### config.mk
export PLATFORM = sky130hd
export DESIGN_NAME = eda_window_fetch_flat
export DESIGN_NICKNAME = d
export VERILOG_FILES = /design/src/rtl/eda_window_fetch_if.sv /design/src/rtl/eda_window_fetch.sv /design/src/flat_wrapper.sv
export SDC_FILE = /design/constraint.sdc
export NUM_CORES = 1
export LEC_CHECK = 0
export BUFFER_PORTS_ARGS = -buffer_cell sky130_fd_sc_hd__buf_2
export CAP_MARGIN = 20
export CORE_ASPECT_RATIO = 1.2
export CORE_MARGIN = 4
export CORE_UTILIZATION = 51
export DETAILED_ROUTE_END_ITERATION = 16
export PLACE_DENSITY = 0.75
export SETUP_SLACK_MARGIN = 0.1
export SLEW_MARGIN = 20
export SYNTH_ARGS = -nofsm -noshare
export SYNTH_HDL_FRONTEND = slang
export SYNTH_SLANG_ARGS = --single-unit
### constraint.sdc
create_clock -name clk -period 3.69 [get_ports clk]
set_clock_uncertainty 0.2 [all_clocks]
set_input_delay 0.5535 -clock clk [delete_from_list [all_inputs] [get_ports clk]]
set_output_delay 0.5535 -clock clk [all_outputs]
set_load 0.005 [all_outputs]
### src/rtl/eda_window_fetch_if.sv
// eda_window_fetch_if: request, RAM read and window result signals of the window fetch stage.
interface eda_window_fetch_if #(
    parameter int M            = 16,
    parameter int N            = 16,
    parameter int PIXEL_WIDTH  = 8,
    parameter int WINDOW_WIDTH = 9,
    parameter int ADDR_WIDTH   = $clog2(M*N),
    parameter int I_WIDTH      = $clog2(M),
    parameter int J_WIDTH      = $clog2(N)
);
    logic                                start;
    logic [I_WIDTH-1:0]                  centre_i;
    logic [J_WIDTH-1:0]                  centre_j;
    logic                                busy;
    logic                                mem_rd_en;
    logic [ADDR_WIDTH-1:0]               mem_rd_addr;
    logic [PIXEL_WIDTH-1:0]              mem_rd_data;
    logic                                new_pixel;
    logic [PIXEL_WIDTH*WINDOW_WIDTH-1:0] window_values;
    logic [WINDOW_WIDTH-2:0]             neigh_addr_valid;
    logic [ADDR_WIDTH-1:0]               centre_addr;

    modport master (
        output start, centre_i, centre_j, mem_rd_data,
        input  busy, mem_rd_en, mem_rd_addr, new_pixel, window_values, neigh_addr_valid, centre_addr
    );
    modport slave (
        input  start, centre_i, centre_j, mem_rd_data,
        output busy, mem_rd_en, mem_rd_addr, new_pixel, window_values, neigh_addr_valid, centre_addr
    );
endinterface

### src/rtl/eda_window_fetch.sv
// eda_window_fetch: reads the 3x3 neighbourhood of a centre pixel from a 1-cycle-latency RAM
// and publishes the whole window atomically with a one-cycle new_pixel pulse.
module eda_window_fetch #(
    parameter int M            = 16,
    parameter int N            = 16,
    parameter int PIXEL_WIDTH  = 8,
    parameter int WINDOW_WIDTH = 9,
    parameter int ADDR_WIDTH   = $clog2(M*N),
    parameter int I_WIDTH      = $clog2(M),
    parameter int J_WIDTH      = $clog2(N)
) (
    input logic               clk,
    input logic               reset_n,
    eda_window_fetch_if.slave bus
);
    typedef enum logic [1:0] {IDLE, FETCH, LAST, DONE} state_t;

    state_t                              state, state_nx;
    logic [I_WIDTH-1:0]                  ci;
    logic [J_WIDTH-1:0]                  cj;
    logic [1:0]                          kr, kc;
    logic [3:0]                          k;
    logic [WINDOW_WIDTH-1:0]             slot_ok, slot_ok_nx;
    logic [2:0]                          row_ok, col_ok;
    logic                                accept;
    logic                                pend, pend_ok;
    logic [3:0]                          pend_k;
    logic [PIXEL_WIDTH-1:0]              shadow    [WINDOW_WIDTH];
    logic [PIXEL_WIDTH-1:0]              shadow_nx [WINDOW_WIDTH];
    logic [PIXEL_WIDTH*WINDOW_WIDTH-1:0] win_nx, window_q;
    logic [ADDR_WIDTH-1:0]               addr_q, addr_calc, centre_q;
    logic [WINDOW_WIDTH-2:0]             neigh_q;
    logic                                new_pixel_q;

    assign k      = 4'(kr) * 4'd3 + 4'(kc);
    assign accept = state == IDLE && bus.start && 32'(bus.centre_i) < M && 32'(bus.centre_j) < N;

    always_comb begin
        row_ok = {32'(bus.centre_i) != M - 1, 1'b1, bus.centre_i != '0};
        col_ok = {32'(bus.centre_j) != N - 1, 1'b1, bus.centre_j != '0};
        slot_ok_nx = '0;
        for (int r = 0; r < 3; r++)
            for (int c = 0; c < 3; c++)
                slot_ok_nx[r*3+c] = row_ok[r] & col_ok[c];
    end

    // Only evaluated for in-image slots, so the -1 offsets never underflow.
    assign addr_calc = (ADDR_WIDTH'(ci) + ADDR_WIDTH'(kr) - ADDR_WIDTH'(1)) * ADDR_WIDTH'(N)
                     + ADDR_WIDTH'(cj) + ADDR_WIDTH'(kc) - ADDR_WIDTH'(1);

    always_comb begin
        shadow_nx = shadow;
        if (pend) shadow_nx[pend_k] = pend_ok ? bus.mem_rd_data : '0;
        win_nx = '0;
        for (int w = 0; w < WINDOW_WIDTH; w++)
            win_nx[w*PIXEL_WIDTH +: PIXEL_WIDTH] = shadow_nx[w];
    end

    always_ff @(posedge clk or negedge reset_n)
        if (!reset_n) state <= IDLE;
        else          state <= state_nx;

    always_comb begin
        state_nx = state;
        case (state)
            IDLE:    state_nx = accept ? FETCH : IDLE;
            FETCH:   state_nx = k == 4'd8 ? LAST : FETCH;
            LAST:    state_nx = DONE;
            default: state_nx = IDLE;
        endcase
    end

    always_ff @(posedge clk or negedge reset_n) begin
        if (!reset_n) begin
            ci          <= '0;
            cj          <= '0;
            kr          <= '0;
            kc          <= '0;
            slot_ok     <= '0;
            addr_q      <= '0;
            pend        <= 1'b0;
            pend_ok     <= 1'b0;
            pend_k      <= '0;
            for (int w = 0; w < WINDOW_WIDTH; w++) shadow[w] <= '0;
            window_q    <= '0;
            neigh_q     <= '0;
            centre_q    <= '0;
            new_pixel_q <= 1'b0;
        end else begin
            if (accept) begin
                ci      <= bus.centre_i;
                cj      <= bus.centre_j;
                slot_ok <= slot_ok_nx;
                kr      <= '0;
                kc      <= '0;
            end
            if (state == FETCH) begin
                kc <= kc == 2'd2 ? 2'd0 : kc + 2'd1;
                kr <= kc == 2'd2 ? kr + 2'd1 : kr;
                if (slot_ok[k]) addr_q <= addr_calc;
            end
            pend        <= state == FETCH;
            pend_k      <= k;
            pend_ok     <= slot_ok[k];
            shadow      <= shadow_nx;
            new_pixel_q <= state == LAST;
            // The last read lands during LAST, so publish the merged view rather than the stale shadow.
            if (state == LAST) begin
                window_q <= win_nx;
                neigh_q  <= {slot_ok[8:5], slot_ok[3:0]};
                centre_q <= ADDR_WIDTH'(ci) * ADDR_WIDTH'(N) + ADDR_WIDTH'(cj);
            end
        end
    end

    assign bus.busy             = state != IDLE;
    assign bus.mem_rd_en        = state == FETCH && slot_ok[k];
    assign bus.mem_rd_addr      = bus.mem_rd_en ? addr_calc : addr_q;
    assign bus.new_pixel        = new_pixel_q;
    assign bus.window_values    = window_q;
    assign bus.neigh_addr_valid = neigh_q;
    assign bus.centre_addr      = centre_q;
endmodule

### src/flat_wrapper.sv
// flat-port wrapper written by rule: the top's interface ports become plain ports
module eda_window_fetch_flat 
#(
    parameter int M            = 16,
    parameter int N            = 16,
    parameter int PIXEL_WIDTH  = 8,
    parameter int WINDOW_WIDTH = 9,
    parameter int ADDR_WIDTH   = $clog2(M*N),
    parameter int I_WIDTH      = $clog2(M),
    parameter int J_WIDTH      = $clog2(N)
)
  (clk, reset_n, bus_start, bus_centre_i, bus_centre_j, bus_mem_rd_data, bus_busy, bus_mem_rd_en, bus_mem_rd_addr, bus_new_pixel, bus_window_values, bus_neigh_addr_valid, bus_centre_addr);
  eda_window_fetch_if #(.M(M), .N(N), .PIXEL_WIDTH(PIXEL_WIDTH), .WINDOW_WIDTH(WINDOW_WIDTH), .ADDR_WIDTH(ADDR_WIDTH), .I_WIDTH(I_WIDTH), .J_WIDTH(J_WIDTH)) bus_i ();
  input logic clk;
  input logic reset_n;
  input wire logic [$bits(bus_i.start)-1:0] bus_start;
  input wire logic [$bits(bus_i.centre_i)-1:0] bus_centre_i;
  input wire logic [$bits(bus_i.centre_j)-1:0] bus_centre_j;
  input wire logic [$bits(bus_i.mem_rd_data)-1:0] bus_mem_rd_data;
  output wire logic [$bits(bus_i.busy)-1:0] bus_busy;
  output wire logic [$bits(bus_i.mem_rd_en)-1:0] bus_mem_rd_en;
  output wire logic [$bits(bus_i.mem_rd_addr)-1:0] bus_mem_rd_addr;
  output wire logic [$bits(bus_i.new_pixel)-1:0] bus_new_pixel;
  output wire logic [$bits(bus_i.window_values)-1:0] bus_window_values;
  output wire logic [$bits(bus_i.neigh_addr_valid)-1:0] bus_neigh_addr_valid;
  output wire logic [$bits(bus_i.centre_addr)-1:0] bus_centre_addr;
  assign bus_i.start = bus_start;
  assign bus_i.centre_i = bus_centre_i;
  assign bus_i.centre_j = bus_centre_j;
  assign bus_i.mem_rd_data = bus_mem_rd_data;
  assign bus_busy = bus_i.busy;
  assign bus_mem_rd_en = bus_i.mem_rd_en;
  assign bus_mem_rd_addr = bus_i.mem_rd_addr;
  assign bus_new_pixel = bus_i.new_pixel;
  assign bus_window_values = bus_i.window_values;
  assign bus_neigh_addr_valid = bus_i.neigh_addr_valid;
  assign bus_centre_addr = bus_i.centre_addr;
  eda_window_fetch #(.M(M), .N(N), .PIXEL_WIDTH(PIXEL_WIDTH), .WINDOW_WIDTH(WINDOW_WIDTH), .ADDR_WIDTH(ADDR_WIDTH), .I_WIDTH(I_WIDTH), .J_WIDTH(J_WIDTH)) u_core (.clk(clk), .reset_n(reset_n), .bus(bus_i));
endmodule
# Yosys cells after proc, flatten, opt, wreduce, memory -nomap -nowiden
# Cells that the tools add are included.
[classes]
shift = 0
bitwise_logic = 5
n_mul = 1
n_div = 0
muxes = 16
addsub = 9
n_lt_le_gt_ge = 3
n_eq_ne = 7
n_reduce_logical = 10
[ops]
columns = ["op", "count"]
rows = [
  ["$bwmux 72", 1],
  ["$mux 72", 1],
  ["$demux 8 s4", 1],
  ["$mux 8", 3],
  ["$add 8x4->8", 2],
  ["$mux 2", 6],
  ["$add 4x2->4", 2],
  ["$add 8x2->8", 1],
  ["$ne 4x4->1 const B", 2],
  ["$reduce_bool 4->1", 2],
  ["$sub 8x1->8 const B", 1],
  ["$pmux 2 s3", 1],
  ["$ge 5x5->1 const B", 1],
  ["$lt 4x5->1 const B", 1],
  ["$lt 5x1->1 const B", 1],
  ["$not 4->5", 1],
  ["$add 2x1->2 const B", 2],
  ["$and 1x1->1", 4],
  ["$bmux 1 s4", 1],
  ["$eq 2x2->1 const B", 2],
  ["$eq 4x4->1 const B", 1],
  ["$mul 2x2->4 const B", 1],
  ["$reduce_and 2->1", 2],
  ["$reduce_bool 2->1", 2],
  ["6 further kinds", 9],
]
[word_totals]
latchBits = 0
memories = 0
ramBits = 0
rom_bits = 0
out_inout_bits = 99
word_cells = 74
ff_bits = 198

# Longest topological paths before layout
# Gate-level depths: netlist of the first run.
[logic_depth]
word_depth = 7
ltp_mapped = 11
mapped_depth_nobuf = 11

# Least setup slack after synthesis of the first run
# OpenSTA, ideal clock, no wires.
[synth_path]
path_kind = "flip-flop to output port"
from = "register u_core.kc[1]"
to = "output port bus_mem_rd_addr[1]"
arrival_time_ns = 2.848
required_ns = 2.937
path_stages_with_launch = 10
setup_slack_ns = 0.088
path_cell_list = "dfrtp_1 fa_1 ha_1 inv_1 fa_1 and4bb_2 o21ai_0 or3_4 inv_6 mux2_4"
[synth_via]
elab_chain_cells = 5
word_cells_on_any_way = 7
cone_classes = "3 x add/sub; 3 x mux; 1 x reduce/logical"
[synth_rtl]
columns = ["element", "line_no", "text"]
rows = [
  ["start, declared", "eda_window_fetch.sv:21", "logic [1:0] kr, kc;"],
  ["start signal, assigned", "eda_window_fetch.sv:98", "kc <= kc == 2'd2 ? 2'd0 : kc + 2'd1;"],
  ["$add 4x2->4", "eda_window_fetch.sv:35", "assign k = 4'(kr) * 4'd3 + 4'(kc);"],
  ["$bmux 1 s4", "eda_window_fetch.sv:117", "assign bus.mem_rd_en = state == FETCH && slot_ok[k];"],
  ["$mux 1 (not written as such)", "eda_window_fetch.sv:117", ""],
  ["$logic_and 1x1->1", "eda_window_fetch.sv:117", ""],
  ["net bus_mem_rd_en", "flat_wrapper.sv:21", "output wire logic [$bits(bus_i.mem_rd_en)-1:0] bus_mem_rd_en;"],
  ["$mux 8", "eda_window_fetch.sv:118", "assign bus.mem_rd_addr = bus.mem_rd_en ? addr_calc : addr_q;"],
  ["end, declared", "flat_wrapper.sv:22", "output wire logic [$bits(bus_i.mem_rd_addr)-1:0] bus_mem_rd_addr;"],
]
# The timed path passes the listed nets, and every way through them passes these cells. The select of a mux whose other input is x is not followed.

# Final worst setup path of the first run
[layout_path]
from = "register u_core.kr[0]"
to = "output port bus_mem_rd_addr[6]"
[layout_via]
elab_chain_cells = 6
word_cells_on_any_way = 11
cone_classes = "6 x add/sub; 1 x mul; 3 x mux; 1 x reduce/logical"
[layout_rtl]
columns = ["element", "line_no", "text"]
rows = [
  ["start, declared", "eda_window_fetch.sv:21", ""],
  ["start signal, assigned", "eda_window_fetch.sv:99", "kr <= kc == 2'd2 ? kr + 2'd1 : kr;"],
  ["$add 4x2->4 or $mul 2x2->4 (tied branches)", "eda_window_fetch.sv:48, eda_window_fetch.sv:35", ""],
  ["$sub 4x1->4 or $add 4x2->4 (tied branches)", "eda_window_fetch.sv:48, eda_window_fetch.sv:35", ""],
  ["$add 8x4->8 or $bmux 1 s4 (tied branches)", "eda_window_fetch.sv:49, eda_window_fetch.sv:117", ""],
  ["$add 8x2->8 or $mux 1 (tied branches)", "eda_window_fetch.sv:49, eda_window_fetch.sv:117", ""],
  ["$sub 8x1->8 or $logic_and 1x1->1 (tied branches)", "eda_window_fetch.sv:49, eda_window_fetch.sv:117", ""],
  ["$mux 8 *", "eda_window_fetch.sv:118", ""],
]
# Mark *: on every way between the ends. The rest lies on a longest branch, timed or not. The select of a mux whose other input is x is not followed.

==> results.cfg, run 1 <==
[outcome]
status = finished with violations
violations = setup timing

[drt]
drc = 0
first_pass_iters = 4
post_drt_via_cell_ratio = 5.240
ant_nets = 0
routed-via-count = 5513
wl_per_cell_microns = 16.39
drt_iter0_drc = 343
drt-total-wl_microns = 17240

[floorplan]
fp.dieH_microns = 146.4
initial_utilization_pct = 52.06
coreArea_sq_mm = 0.01564
die_w_microns = 123.4
dieArea_sq_mm = 0.01806
rows = 50
pin_count = 118

[global_routing]
grt_remaining_overflow = 0
antenna_found_initial = 0
met3_usage_pct = 4.998
busiest_layer = met2
grt_pass1_vias = 5744
met2_usage_pct = 33.96
grt_max_degree = 81
grt_first_pass_wirelength_microns = 29430
grt_util_all_layers_pct = 20.75
grtUsageMet1_pct = 27.35

[min_path]
min_path_cells = 2
holdPathEnd = u_core.cj[3]
hold_path_class = in2reg
min_from = bus_centre_j[3]

[sta]
maxSlewHeadroom_pct = 37.65
final_hold_viol_count = 0
period_share_pct = 110.0
worstMarginPinSlew_ns = 0.9330
fmax_ghz = 0.2463
rsz0062_at_grt = true
setup_tns_ns = -2.845
maxSlewViolCount = 0
fin_ws_ns = -0.3705
setup_viol = 9
finalWorstPathRequiredPeriod_ns = 4.060

[critical_path]
worst-endpoint-required_ns = 2.94
slowest_stage = fa_1
slowest_delay_ns = 0.53
cp_data_arrival_time_ns = 3.31
endpoint_kind = primary output
start_kind = register
cp_common_cell = fa_1
r2r-end = u_core.addr_q[6]
reg2reg_depth = 9
path_max_fanout = 7
crit_type = reg2out
worstPathCellList = fa_1 -> ha_2 -> inv_2 -> fa_1 -> and4bb_2 -> o21ai_2 -> or3_4 -> inv_8 -> mux2_4 -> buf_6
reg2reg_from = u_core.kr[0]
rrSetupSlack_ns = 0.61

[clock_tree]
clkLatencyLatePin_ns = 0.42
cts_max_path_buffers = 2
clock-root-buffer = clkbuf_16
cts_buffers = 17
htreeDepth = 4
clkTransAtPathRegs_ns = 0.07
cts_tree = built
clock-sinks = 198

[logic_synthesis]
avgSynthCellArea_sq_um = 11.65
synthArstFlopShare_pct = 100.0
synth_common_cells = dfrtp_1 (198), nand2_1 (138), mux2_2 (72)
synth.most_common_cell = dfrtp_1
synth_area_leaders = dfrtp_1 (61%), mux2_2 (10%), nand2_1 (6.4%)
synth_seq_area_share_pct = 60.85
synth_edf_count = 0
netlist_area_sq_mm = 0.008143
syn-num-nets = 736
ys_warn_count = 0
netlist.area_leader.share_pct = 60.85
synth_cell_types = 47
synth_top_area_cell = dfrtp_1
syn-instance-count = 699
synth-main-ff-cell = dfrtp_1
ys_ff_latch = 198

[run]
drv_cap = 0

[placed_design]
dp_hpwl_microns = 12060
gp_congestion = 0.7898
portBuffers = 117
dp_slack_ns = -0.009599

[power]
p_total_mw = 10.76
max-vdd-ir-drop_uv = 1944
p_leak_nw = 4.842
p_per_area_mw_per_mm2 = 1097

[final_layout]
nets = 868
drive_gt1_share_pct = 35.07
syn_to_final_growth_pct = 20.44
diodes = 0
[worst max-delay path, delay by kind of cell (launching register included)]
kind / cells / cell delay, ns
buffers and inverters: 3 / 0.25
AO/OA/AOI/OAI: 1 / 0.06
adder cells (fa/ha/maj): 3 / 1.21
multiplexers: 1 / 0.31
flip-flops: 1 / 0.42
AND/OR/NAND/NOR: 2 / 0.62
[final cells by class]
type / instances / area, sq um
Timing Repair Buffer: 139 / 838.3
Clock inverter: 10 / 145.1
Inverter: 29 / 118.9
Tap cell: 208 / 260.3
Multi-Input combinational cell: 446 / 3015
Sequential cell: 198 / 4955
Clock buffer: 22 / 474.2
Fill cell: 1281 / 5833
[how the worst max path moves through the flow]
| stage | from | endpoint | slack [ns] |
|---|---|---|---|
| floorplan | u_core.kc[1] | bus_mem_rd_addr[1] | 0.12 |
| global placement | u_core.kr[1] | bus_mem_rd_addr[6] | 0.05 |
| detailed placement | u_core.kr[1] | bus_mem_rd_addr[6] | -0.01 |
| CTS | u_core.kc[1] | bus_mem_rd_addr[1] | -0.42 |
| global route | u_core.kr[1] | bus_mem_rd_addr[6] | -0.51 |
| finish | u_core.kr[0] | bus_mem_rd_addr[6] | -0.37 |
[layout by cell type (no fill, tap or decap), drive strengths merged, types with 4 or more instances in the layout]
master  count
clkbuf     23
o31ai       7
dfrtp     198
buf       137
nand2     138
nor3b       4
nor2       48
clkinv      4
ha         14
fa          4
a31oi      41
nand3      13
o21ai      17
or2        32
and2        9
inv        30
mux2       78
xnor2       5
[registers in the layout (all words and copies together), names as in the netlist, 4 cells and up]
register,count
u_core.shadow,72
u_core.bus.window_values,72
u_core.ci,4
u_core.bus.centre_addr,8
u_core.bus.neigh_addr_valid,8
u_core.addr_q,8
u_core.pend_k,4
u_core.cj,4
u_core.slot_ok,9
[routing by layer]
metal | vias to the layer above | share of wire [%]
met5 | - | 0
met4 | 0 | 2.0
met3 | 29 | 4.8
met2 | 126 | 51
met1 | 2723 | 42
li1 | 2635 | -
[power breakdown]
group          switching (mW)  internal, mW  total (mW)
clock network           0.789          1.13        1.92
logic                    2.57          2.76        5.33
registers               0.445          3.06        3.51
total                    3.81          6.95        10.8
[stage by stage]
step | hold WS (ns) | std cells | util (%) | area, sq um
finish | 0.1824 | 1052 | 62.70 | 9807
global route | 0.1774 | 1052 | 62.70 | 9807
CTS | 0.1596 | 1049 | 62.42 | 9763
detailed placement | 0.2449 | 1011 | 57.68 | 9021
global placement | 0.2480 | 1011 | 57.68 | 9021
floorplan | 0.05791 | 699 | - | 8143
[repair_timing]
action	4_1_cts	5_1_grt
hold endpoints to repair	76	0
hold buffers	1	0
pin swaps	6	5
gates resized for setup	18	6
buffers inserted	5	3
setup endpoints to repair	9	9
[logic make-up after synthesis]
group,synth area share [%]
compound gates,6.254
xor+xnor,0.6454
fa+ha+maj,3.135
buf+inv,2.643
flops,60.85
mux,11.79
simple gates,14.69
Note: power is estimated with default switching activity, not from simulation.
==> inputs of run 2 (changes only) <==
Settings changed: ABC_CLOCK_PERIOD_IN_PS from default to 3690, CORE_MARGIN 4 to 1.5.
==> run 2 against run 1 <==
The run still ends with setup timing left. Worst setup slack better by 0.024 ns. Critical path depth grew 3. First-iteration DRC count up 31%. Worst hold slack got worse by 0.0042 ns. Via count down 0.34%. Sequential cell count did not move. Highest routed layer unchanged.
==> results.cfg, run 2 (synthesis results as in run 1) <==
[min_path]
holdPathEnd = u_core.state[0]
min_path_cells = 2
min_from = bus_start
hold_path_class = in2reg

[final_layout]
mostFrequentLayoutCells = dfrtp_1 (198), nand2_1 (138), buf_2 (112)
drive_gt1_share_pct = 34.61
final_common_cell = dfrtp_1
nFillCells = 1272
stdcell_count = 1046
nets = 866
diodes = 0
syn_to_final_growth_pct = 18.93

[sta]
rsz0062_at_grt = true
finalWorstPathRequiredPeriod_ns = 4.036
fin_ws_ns = -0.3463
period_share_pct = 109.4
setup_tns_ns = -2.397
fmax_ghz = 0.2478
maxSlewViolCount = 0
maxSlewHeadroom_pct = 39.13
final_hold_viol_count = 0
setup_viol = 9
worstMarginPinSlew_ns = 0.9108

[critical_path]
cp_data_arrival_time_ns = 3.28
crit_type = reg2out
reg2reg_depth = 12
r2r-end = u_core.addr_q[6]
reg2reg_from = u_core.kr[1]
worstPathCellList = inv_2 -> ha_4 -> inv_1 -> ha_2 -> inv_2 -> fa_1 -> ha_1 -> buf_6 -> nor3b_2 -> a311oi_2 -> o311ai_1 -> mux2_4 -> buf_6
slowest_stage = fa_1
endpoint_kind = primary output
start_kind = register
worst-endpoint-required_ns = 2.94
rrSetupSlack_ns = 0.64
slowest_delay_ns = 0.48
path_max_fanout = 4

[floorplan]
initial_utilization_pct = 52.06
coreArea_sq_mm = 0.01564
die_w_microns = 118.4
pin_count = 118
dieArea_sq_mm = 0.01674
rows = 50
fp.dieH_microns = 141.4

[global_routing]
grt_max_degree = 84
grt_util_all_layers_pct = 21.72
antenna_found_initial = 0
grt_first_pass_wirelength_microns = 28170
grt_pass1_vias = 5519
grt_remaining_overflow = 0

[drt]
wl_met1_microns = 7421
post_drt_via_cell_ratio = 5.252
drt_iter0_drc = 451
highest-signal-layer = met4
routed-via-count = 5494
first_pass_iters = 5
wl_per_cell_microns = 16.47
drt-total-wl_microns = 17230
wl_met3_microns = 795
wl_met2_microns = 8633
ant_nets = 0
drc = 0

[power]
p_int_mw = 6.643
p_per_area_mw_per_mm2 = 1075
max-vdd-ir-drop_uv = 1361
power_frac_comb_pct = 49.3
clockPowerShare_pct = 16.9
p_switching_mw = 3.763
p_leak_nw = 4.790
switching_share_pct = 36.16
seqPwrFrac_pct = 33.8

[run]
drv_cap = 0

[clock_tree]
clock-root-buffer = clkbuf_16
clock-sinks = 198
htreeDepth = 4
cts_tree = built
clkLatencyLatePin_ns = 0.43
cts_buffers = 17
clkTransAtPathRegs_ns = 0.06
cts_max_path_buffers = 2

[placed_design]
dp.cells = 1011
dp_hpwl_microns = 11630
portBuffers = 117
gp_congestion = 0.7688

[outcome]
status = finished with violations
violations = setup timing
==> run 2: cell types whose count changed in the layout (fill, tap and decap cells not counted), moves of 2 or more <==
cell	change
buf_6	-4
buf_2	+3
clkinv_4	-2
clkbuf_8	-3
==> run 2: power by group through the flow <==
stage                     logic, mW  registers (mW)  clock network (mW)
after floorplan                3.08            3.44                   0
after global placement         4.36            3.51                   0
after detailed placement       4.48            3.55                   0
after CTS                      4.79            3.52                1.79
after global routing           5.69            3.62                1.89
final                          5.13            3.52                1.76
==> run 2: timing repair <==
| action | 4_1_cts | 5_1_grt |
|---|---|---|
| setup buffers | 3 | 3 |
| endpoints found under the hold margin | 69 | 0 |
| hold buffers | 1 | 0 |
| pin swaps | 5 | 7 |
| setup endpoints to repair | 9 | 9 |
| resized for setup | 10 | 9 |
| gates cloned | 0 | 0 |
==> run 2: stage by stage <==
step	utilization [%]	setup WS, ns	hold slack (ns)	cell area, sq um	power, mW
5_1_grt	61.92	-0.4738	0.1625	9684	11.19
4_1_cts	61.48	-0.3769	0.1642	9615	10.09
3_3_place_gp	57.60	0.04657	0.2494	9009	7.871
2_1_floorplan	-	0.1178	0.05791	8143	6.518
3_5_place_dp	57.60	0.02099	0.2495	9009	8.029
6_report	61.92	-0.3463	0.1782	9684	10.41
==> run 2: layout make-up <==
class                   instances  area [sq um]  area share (%)
clock inverters                 8         103.9           1.072
clock buffers                  20         436.7           4.509
repair buffers                137         788.3           8.140
flip-flops and latches        198          4955           51.16
multi-input cells             446          3022           31.20
inverters                      29         118.9           1.227
well taps                     208         260.3           2.687
==> run 2: critical path, delay by kind of cell, from the launching register on <==
kind | cells | cell delay [ns]
adders and majority gates | 4 | 1.18
buffers and inverters | 5 | 0.43
DFF | 1 | 0.41
AOI/OAI and AO/OA | 2 | 0.40
muxes | 1 | 0.28
and+or+nand+nor | 1 | 0.16
==> run 2: how the worst max path moves through the flow <==
stage | startpoint | end | cells after the start
after CTS | u_core.kc[1] | bus_mem_rd_addr[5] | 10
after detailed placement | u_core.kr[1] | bus_mem_rd_addr[6] | 12
after global placement | u_core.kr[1] | bus_mem_rd_addr[6] | 12
after global routing | u_core.kr[1] | bus_mem_rd_addr[6] | 12
after floorplan | u_core.kc[1] | bus_mem_rd_addr[1] | 9
final | u_core.kr[1] | bus_mem_rd_addr[6] | 13
==> run 2: routing by layer <==
| metal | GRT usage, % | vias to the layer above |
|---|---|---|
| met1 | 28.33 | 2705 |
| met4 | 7.702 | 0 |
| li1 | - | 2624 |
| met5 | 0 | - |
| met3 | 5.828 | 30 |
| met2 | 35.28 | 135 |
==> inputs of run 3 (changes only) <==
Settings changed: PLACE_DENSITY 0.75 to 0.77.
==> run 3 against run 2 <==
The flow finishes with violations (hold timing, setup timing). Worst hold slack got worse by 0.18 ns. Sequential cell count unchanged. Critical path type unchanged. Die area unchanged. Worst setup slack got worse by 0.11 ns. Wire length decreased by 1.8%. Largest power group unchanged. Cell count decreased by 0.29%.
==> results.cfg, run 3 (synthesis results as in run 1) <==
[outcome]
status = finished with violations
violations = hold timing, setup timing

[sta]
setup_viol = 9
rsz0062_at_grt = true
maxSlewHeadroom_pct = 37.52
final_hold_viol_count = 3
fin_ws_ns = -0.4529
fmax_ghz = 0.2414
finalHoldWorstSlack_ns = -0.002341
worstMarginPinSlew_ns = 0.9350
maxSlewViolCount = 0
period_share_pct = 112.3
finalWorstPathRequiredPeriod_ns = 4.143

[min_path]
hold_path_class = in2async

[drt]
drt_iter0_drc = 388
wl_per_cell_microns = 16.22
drc = 0
routed-via-count = 5534
ant_nets = 0
first_pass_iters = 4
post_drt_via_cell_ratio = 5.306
drt-total-wl_microns = 16920

[power]
switching_share_pct = 36.36
p_total_mw = 10.12
max-vdd-ir-drop_uv = 1436
seqPwrFrac_pct = 34.7
p_int_mw = 6.443
clockPowerShare_pct = 18.2
p_leak_nw = 4.772
power_frac_comb_pct = 47.1
p_switching_mw = 3.682
p_per_area_mw_per_mm2 = 1050

[final_layout]
nets = 859
diodes = 0
final_common_cell = dfrtp_1
drive_gt1_share_pct = 34.49
syn_to_final_growth_pct = 18.39
mostFrequentLayoutCells = dfrtp_1 (198), nand2_1 (138), buf_2 (114)
final_util_pct = 61.64
final_cell_area_sq_mm = 0.009641

[clock_tree]
clkTransAtPathRegs_ns = 0.07
cts_buffers = 17
cts_hold_buf = 0
clkLatencyLatePin_ns = 0.43
htreeDepth = 4
clock-sinks = 198
cts_max_path_buffers = 2
clock-root-buffer = clkbuf_16
cts_tree = built

[floorplan]
fp.dieH_microns = 141.4
rows = 50
die_w_microns = 118.4
initial_utilization_pct = 52.06
dieArea_sq_mm = 0.01674
pin_count = 118
coreArea_sq_mm = 0.01564

[critical_path]
r2r-end = u_core.addr_q[6]
path_max_fanout = 4
reg2reg_depth = 12
cp_data_arrival_time_ns = 3.39
worst-endpoint-required_ns = 2.94
crit_start = u_core.kr[1]
crit_type = reg2out
endpoint_kind = primary output
start_kind = register
crit_path_end = bus_mem_rd_addr[6]
reg2reg_from = u_core.kr[1]
rrSetupSlack_ns = 0.54

[global_routing]
met3_usage_pct = 4.944
grtUsageMet1_pct = 27.53
grt_max_degree = 95
antenna_found_initial = 0
met2_usage_pct = 35.53
grt_pass1_vias = 5551
grt_util_all_layers_pct = 21.35
grt_first_pass_wirelength_microns = 27840
grt_remaining_overflow = 0
busiest_layer = met2

[run]
drv_cap = 0

[placed_design]
place_area_sq_mm = 0.009005
dp_hpwl_microns = 11530
gp_congestion = 0.7765
portBuffers = 117
## run 3: power groups by stage
stage / Sequential, mW / Clock [mW] / Combinational [mW]
after floorplan: 3.44 / 0 / 3.08
after global placement: 3.51 / 0 / 4.35
after detailed placement: 3.54 / 0 / 4.52
after CTS: 3.51 / 1.88 / 4.77
after global routing: 3.61 / 1.97 / 5.26
final: 3.51 / 1.85 / 4.76
## run 3: worst max-delay path: stages, from the launching register on
cell and delay (ns):
dfrtp_1 0.40, inv_2 0.06, ha_1 0.29, inv_1 0.07, ha_1 0.16, inv_2 0.05, fa_2 0.58, ha_4 0.22
buf_4 0.14, nor3b_1 0.13, a311oi_1 0.28, o311ai_1 0.16, mux2_4 0.29, buf_6 0.12
## run 3: worst min path at each step
stage | end | start | cells after the start | slack [ns]
3_3_place_gp | u_core.slot_ok[4] | u_core.slot_ok[4] | 1 | 0.24
6_report | u_core.shadow[62] | reset_n | 1 | -0.002
4_1_cts | u_core.shadow[57] | reset_n | 1 | 0.02
3_5_place_dp | u_core.slot_ok[4] | u_core.slot_ok[4] | 1 | 0.25
2_1_floorplan | u_core.addr_q[0] | reset_n | 0 | 0.06
5_1_grt | u_core.shadow[51] | reset_n | 1 | 0.05
## run 3: per-layer routing
metal | share of wire, % | routed length (microns)
met4 | 1.9 | 321
met3 | 5.0 | 851
met5 | 0 | 0
met2 | 50 | 8514
met1 | 43 | 7231
## run 3: timing repair
action / CTS / global route
gates resized for setup: 7 / 4
pin swaps: 3 / 3
setup endpoints to repair: 9 / 9
buffers inserted: 2 / 0
## run 3: cell type report
cell class / count / area, sq um
clock buffers: 18 / 439.2
clock inverters: 14 / 147.6
fillers: 1270 / 6000
inverters: 29 / 117.6
multi-input cells: 446 / 2992
flip-flops and latches: 198 / 4955
well taps: 208 / 260.3
repair buffers: 130 / 729.5
## run 3: metrics by stage
stage | setup TNS (ns) | setup WS [ns] | hold slack [ns] | cells
2_1_floorplan | 0 | 0.1178 | 0.05791 | 699
3_3_place_gp | 0 | 0.008636 | 0.2442 | 1009
3_5_place_dp | -0.1109 | -0.06449 | 0.2494 | 1009
4_1_cts | -3.935 | -0.4975 | 0.02388 | 1043
5_1_grt | -4.616 | -0.5611 | 0.04977 | 1043
6_report | -3.506 | -0.4529 | -0.002341 | 1043
